$ cat config.mk
export PLATFORM = sky130hd
export DESIGN_NAME = voucher_redeem_ctrl
export DESIGN_NICKNAME = d
export VERILOG_FILES = /design/src/rtl/voucher_redeem_ctrl.sv
export SDC_FILE = /design/constraint.sdc
export NUM_CORES = 1
export LEC_CHECK = 0
export CELL_PAD_IN_SITES_DETAIL_PLACEMENT = 1
export CELL_PAD_IN_SITES_GLOBAL_PLACEMENT = 2
export CORE_MARGIN = 2
export CORE_UTILIZATION = 45
export CTS_CLUSTER_SIZE = 16
export DETAILED_ROUTE_END_ITERATION = 6
export PLACE_DENSITY = 0.86
export SLEW_MARGIN = 20
export SYNTH_ARGS = -nofsm -noshare
export SYNTH_HDL_FRONTEND = slang
export SYNTH_SLANG_ARGS = --single-unit
$ cat constraint.sdc
create_clock -name clk -period 9.98 [get_ports clk]
set_input_delay 1.497 -clock clk [delete_from_list [all_inputs] [get_ports clk]]
set_output_delay 1.497 -clock clk [all_outputs]
set_load 0.01 [all_outputs]
$ cat src/rtl/voucher_redeem_ctrl.sv
// Voucher redemption controller: validates a scanned voucher code, rejects
// codes already redeemed among the last DEPTH accepted ones, and credits the
// voucher value into a saturating account balance.
module voucher_redeem_ctrl #(
   parameter int DEPTH = 8,
   parameter int BAL_W = 16
) (
   input  logic             clk,
   input  logic             reset,
   input  logic [15:0]      voucher_id,
   input  logic             scan_done,
   output logic             busy,
   output logic             result_valid,
   output logic [1:0]       status,
   output logic [7:0]       credit,
   output logic [BAL_W-1:0] balance,
   output logic             scan_dropped
);

   localparam int IDX_W = (DEPTH > 1) ? $clog2(DEPTH) : 1;

   localparam logic [1:0] ST_OK   = 2'b00;
   localparam logic [1:0] ST_BAD  = 2'b01;
   localparam logic [1:0] ST_DUP  = 2'b10;
   localparam logic [1:0] ST_ZERO = 2'b11;

   typedef enum logic [2:0] {S_IDLE, S_CHECK, S_LOOKUP, S_UPDATE, S_REPORT} state_t;

   state_t            r_state;
   state_t            w_next;
   logic [15:0]       r_id;
   logic [15:0]       r_tab [DEPTH];
   logic [DEPTH-1:0]  r_vld;
   logic [IDX_W-1:0]  r_wptr;
   logic [IDX_W-1:0]  r_idx;
   logic              r_match;
   logic [1:0]        r_res_status;
   logic [7:0]        r_res_credit;
   logic              r_busy;
   logic              r_result_valid;
   logic [1:0]        r_status;
   logic [7:0]        r_credit;
   logic [BAL_W-1:0]  r_balance;
   logic              r_scan_dropped;

   logic [3:0]        w_cksum;
   logic              w_bad;
   logic              w_zero;
   logic              w_hit;
   logic              w_last;
   logic [7:0]        w_credit;

   // Balance accumulation clamps at the all-ones value instead of wrapping.
   function automatic logic [BAL_W-1:0] sat_add(input logic [BAL_W-1:0] a, input logic [7:0] b);
      logic [BAL_W:0] sum;
      sum = {1'b0, a} + (BAL_W+1)'(b);
      return sum[BAL_W] ? {BAL_W{1'b1}} : sum[BAL_W-1:0];
   endfunction

   assign w_cksum  = r_id[15:12] ^ r_id[11:8] ^ r_id[7:4];
   assign w_bad    = (w_cksum != r_id[3:0]);
   assign w_zero   = (r_id[15:12] == 4'd0);
   assign w_hit    = r_vld[r_idx] && (r_tab[r_idx] == r_id);
   assign w_last   = (r_idx == IDX_W'(DEPTH-1));
   assign w_credit = {4'd0, r_id[15:12]} * 8'd10;

   // State register.
   always_ff @(posedge clk) begin
      if (reset) r_state <= S_IDLE;
      else       r_state <= w_next;
   end

   // Next-state decode.
   always_comb begin
      w_next = r_state;
      case (r_state)
         S_IDLE:   if (scan_done) w_next = S_CHECK;
         S_CHECK:  w_next = (w_bad || w_zero) ? S_REPORT : S_LOOKUP;
         S_LOOKUP: if (w_last) w_next = (r_match || w_hit) ? S_REPORT : S_UPDATE;
         S_UPDATE: w_next = S_REPORT;
         S_REPORT: w_next = S_IDLE;
         default:  w_next = S_IDLE;
      endcase
   end

   // Table storage; entries only become visible through their valid bits.
   always_ff @(posedge clk) begin
      if (!reset && r_state == S_UPDATE) r_tab[r_wptr] <= r_id;
   end

   // Control, lookup scan, result staging, balance and registered outputs.
   always_ff @(posedge clk) begin
      if (reset) begin
         r_vld          <= '0;
         r_wptr         <= '0;
         r_idx          <= '0;
         r_match        <= 1'b0;
         r_res_status   <= ST_OK;
         r_res_credit   <= 8'd0;
         r_busy         <= 1'b0;
         r_result_valid <= 1'b0;
         r_status       <= ST_OK;
         r_credit       <= 8'd0;
         r_balance      <= '0;
         r_scan_dropped <= 1'b0;
      end else begin
         r_busy         <= (w_next != S_IDLE);
         r_result_valid <= (r_state == S_REPORT);
         r_scan_dropped <= scan_done && (r_state != S_IDLE);
         case (r_state)
            S_IDLE: begin
               if (scan_done) begin
                  r_id    <= voucher_id;
                  r_idx   <= '0;
                  r_match <= 1'b0;
               end
            end
            S_CHECK: begin
               if (w_bad) begin
                  r_res_status <= ST_BAD;
                  r_res_credit <= 8'd0;
               end else if (w_zero) begin
                  r_res_status <= ST_ZERO;
                  r_res_credit <= 8'd0;
               end
            end
            S_LOOKUP: begin
               r_idx   <= r_idx + 1'b1;
               r_match <= r_match | w_hit;
               if (w_last && (r_match || w_hit)) begin
                  r_res_status <= ST_DUP;
                  r_res_credit <= 8'd0;
               end
            end
            S_UPDATE: begin
               r_vld[r_wptr] <= 1'b1;
               r_wptr        <= r_wptr + 1'b1;
               r_res_status  <= ST_OK;
               r_res_credit  <= w_credit;
               r_balance     <= sat_add(r_balance, w_credit);
            end
            S_REPORT: begin
               r_status <= r_res_status;
               r_credit <= r_res_credit;
            end
            default: ;
         endcase
      end
   end

   assign busy         = r_busy;
   assign result_valid = r_result_valid;
   assign status       = r_status;
   assign credit       = r_credit;
   assign balance      = r_balance;
   assign scan_dropped = r_scan_dropped;

endmodule

==> flow_metrics.py <==
metrics = {
    "outcome": {
        "status": "completed",
    },
    "drt": {
        "wl_met3_um": 947,
        "highest_layer": "met4",
        "vias_per_cell": 5.66,
        "routedWlPerCell_um": 21.9,
        "drc": 0,
        "antenna_left": 0,
        "routed_wl_um": 19200,
        "dr_wl_met2_um": 9770,
        "dr.pass1.iters": 4,
        "drt-initial-drc-count": 333,
        "dr_total_vias": 4971,
        "met1Wirelength_um": 8160,
    },
    "worst_setup_path": {
        "worstPathRequired_ns": 10.20,
        "rrSetupSlack_ns": 6.61,
        "cp-start-kind": "input pin",
        "cp_max_fo": 36,
        "r2r_start": "r_id[15]",
        "end_kind": "flip-flop",
        "cp.arrival_ns": 3.97,
        "reg2reg_depth": 11,
        "crit_type": "in2reg",
        "reg2reg_to": "balance[11]",
    },
    "final_layout": {
        "syn_to_final_growth_pct": 17.9,
        "diodes": 0,
        "postLayoutCellArea_mm2": 0.00980,
        "layout.nets": 669,
        "fillers": 1751,
        "drive_gt1_share_pct": 13.9,
    },
    "timing": {
        "fin_tns_setup_ns": 0,
        "worstMarginPinSlew_ns": 0.871,
        "setup_violations": 0,
        "fin_ws_ns": 6.23,
        "skew_ns": 0.0310,
        "drv_slew": 0,
        "hold_violations": 0,
        "slew_headroom_pct": 41.7,
        "fmax_mhz": 266,
        "fin_crit_ns": 3.75,
        "fin_crit_sh_pct": 37.6,
        "rsz0062_at_grt": "false",
    },
    "yosys": {
        "yosys_most_used_dff": "edfxtp_1",
        "netlist_top_cells_area": "edfxtp_1, dfxtp_1, mux4_2",
        "synth_top_area_share_pct": 52.0,
        "ys_async_sr_fraction_pct": 0,
        "syn_inst": 575,
        "syn_avg_cell_area_um2": 14.5,
        "ys_warn_count": 0,
        "seq_area_frac_synth_pct": 66.0,
        "yosysUniqueCellTypes": 57,
        "yosys_register_bits": 202,
        "synth_area_mm2": 0.00831,
        "synthesis.nets": 610,
        "yosys.area.top_type": "edfxtp_1",
        "synth-edff-count": 144,
    },
    "floorplanning": {
        "dieArea_mm2": 0.0196,
        "num_rows": 49,
        "num_io_pins": 48,
        "die_w_um": 140,
        "start_util_pct": 46.1,
        "dieHeight_um": 140,
        "core_area_mm2": 0.0180,
    },
    "hold_path": {
        "hp-class": "reg2reg",
        "min_from": "credit[5]",
        "whs_path_depth": 2,
        "whs_endpoint": "credit[5]",
    },
    "clocking": {
        "numCtsBuffers": 22,
        "ctsHoldBuffers": 0,
        "path_clk_slew_ns": 0.06,
        "cts_buffer_depth": 3,
        "clk_latency_ns": 0.51,
        "clkSinkCount": 202,
        "cts_root_buffer": "clkbuf_16",
        "cts_resized": 0,
        "htreeDepth": 1,
        "cts_tree": "yes",
        "cts_setup_buffers": 0,
    },
    "power_and_ir_drop": {
        "p_comb_share_pct": 2.7,
        "power_leakage_nw": 3.30,
        "power_density_mw_per_mm2": 182,
        "power_frac_clock_pct": 46.0,
        "vdd_drop_max_v": 0.000156,
        "p_switching_mw": 0.357,
        "pwr-share-seq_pct": 51.3,
        "p_sw_share_pct": 20.0,
        "p_int_mw": 1.43,
    },
    "global_routing": {
        "grt_antenna_before_repair": 0,
        "grt_pass1_vias": 5471,
        "grt_pass1_wl_um": 30700,
        "grt_usage_pct": 20.2,
        "overflow": 0,
        "grt_max_degree": 38,
    },
    "place": {
        "dp_slack_ns": 5.67,
        "place_congestion": 0.777,
        "port_buffers": 46,
        "dp_hpwl_um": 12200,
        "post_dp_cell_area_mm2": 0.00905,
    },
    "job": {
        "maxCapViolCount": 0,
    },
}
[cells by family (layout without fill, tap and decap cells)]
family	Yosys count	in the layout	share of synthesized area, %
AO/OA/AOI/OAI	97	97	7.77
XOR/XNOR	32	32	3.37
adder cells (fa/ha/maj)	16	16	2.59
buffers and inverters	42	116	2.44
flip-flops	202	202	66.0
multiplexers	52	52	10.3
other	1	1	0.0451
AND/OR/NAND/NOR	133	133	7.53
[cell usage after synthesis (all sizes together) (2+ instances only)]
master     n
a211oi     4
a21o      12
a21oi     26
a22oi      6
a2bb2oi    2
a311oi     2
a31o       2
a31oi      8
a41oi      2
and3       4
buf       12
clkbuf    12
dfxtp     58
edfxtp   144
fa         2
ha        14
inv       18
mux2       2
mux2i     24
mux4      26
nand2     57
nand2b     5
nand3     13
nand4      6
nor2      22
nor2b      7
nor3       5
nor4       4
o2111ai    3
o211a      2
o21ai     19
o31a       2
or2        3
or3        2
xnor2     16
xor2      16
[worst max path at each step]
| stage | from | to | slack (ns) | depth (start not counted) |
|---|---|---|---|---|
| after floorplan | reset | r_tab[0][0] | 6.17 | 2 |
| after global placement | reset | r_tab[7][5] | 5.77 | 6 |
| after detailed placement | reset | r_tab[7][13] | 5.67 | 6 |
| after CTS | reset | r_tab[7][13] | 6.20 | 6 |
| after global routing | reset | r_tab[7][5] | 5.99 | 6 |
| final | reset | r_tab[7][13] | 6.23 | 6 |
[cell usage in the layout, fill, tap and decap left out, drive strengths merged, types with 3 or more instances in the layout]
cell and instances:
a21oi 26, a211oi 4, nor2b 7, dfxtp 58, and3 4, nand4 6, nor4 4, or2 3
xor2 16, ha 14, clkdlybuf4s50 46, a31oi 8, nor2 22, nand2 57, edfxtp 144, mux2i 24
nor3 5, a22oi 6, buf 13, inv 18, nand2b 5, xnor2 16, mux4 26, clkinv 6
nand3 13, clkbuf 31, o21ai 19, o2111ai 3, a21o 12
[worst max-delay path, stage by stage]
cell and delay, ns:
clkdlybuf4s50_1 0.40, buf_4 0.26, inv_1 0.61, nand3_1 0.18
nor2_1 0.70, buf_4 0.31
[cell type report]
type                    count  area (µm²)  area share [%]
clock buffers              31         646            6.59
clock inverters             8         101            1.03
inverters                  18        67.6           0.690
multi-input cells         331        2650            27.1
flip-flops and latches    202        5490            56.0
well taps                 229         287            2.92
repair buffers             59         558            5.70
[layer usage]
layer	up-vias	track usage [%]
met3	28	3.38
met2	115	35.0
met5	-	0
li1	2290	-
met1	2538	26.6
met4	0	5.37
[per-stage QoR]
step	total power, mW	util (%)	cells	hold slack, ns
finish	1.78	54.4	878	0.456
global route	1.84	54.4	878	0.479
detailed placement	0.980	50.2	839	0.441
global placement	0.977	50.2	839	0.433
CTS	1.80	54.4	878	0.455
floorplan	0.956	-	575	0.421
[flip-flops by register name, indices dropped and copies added (netlist names), 2 cells and up, named ones only]
register and flops:
balance 16, r_res_status 2, status 2, r_wptr 3, r_idx 3, r_vld 8
r_id 16, r_tab 128, credit 7, r_state 3, r_res_credit 7
[power by group through the flow]
| stage | Combinational (mW) | Clock (mW) | Sequential (mW) |
|---|---|---|---|
| 5_1_grt | 0.0530 | 0.867 | 0.916 |
| 2_1_floorplan | 0.0294 | 0 | 0.927 |
| 4_1_cts | 0.0484 | 0.836 | 0.914 |
| 6_report | 0.0479 | 0.821 | 0.914 |
| 3_3_place_gp | 0.0458 | 0 | 0.931 |
| 3_5_place_dp | 0.0481 | 0 | 0.932 |
(Power assumes the default switching activity.)
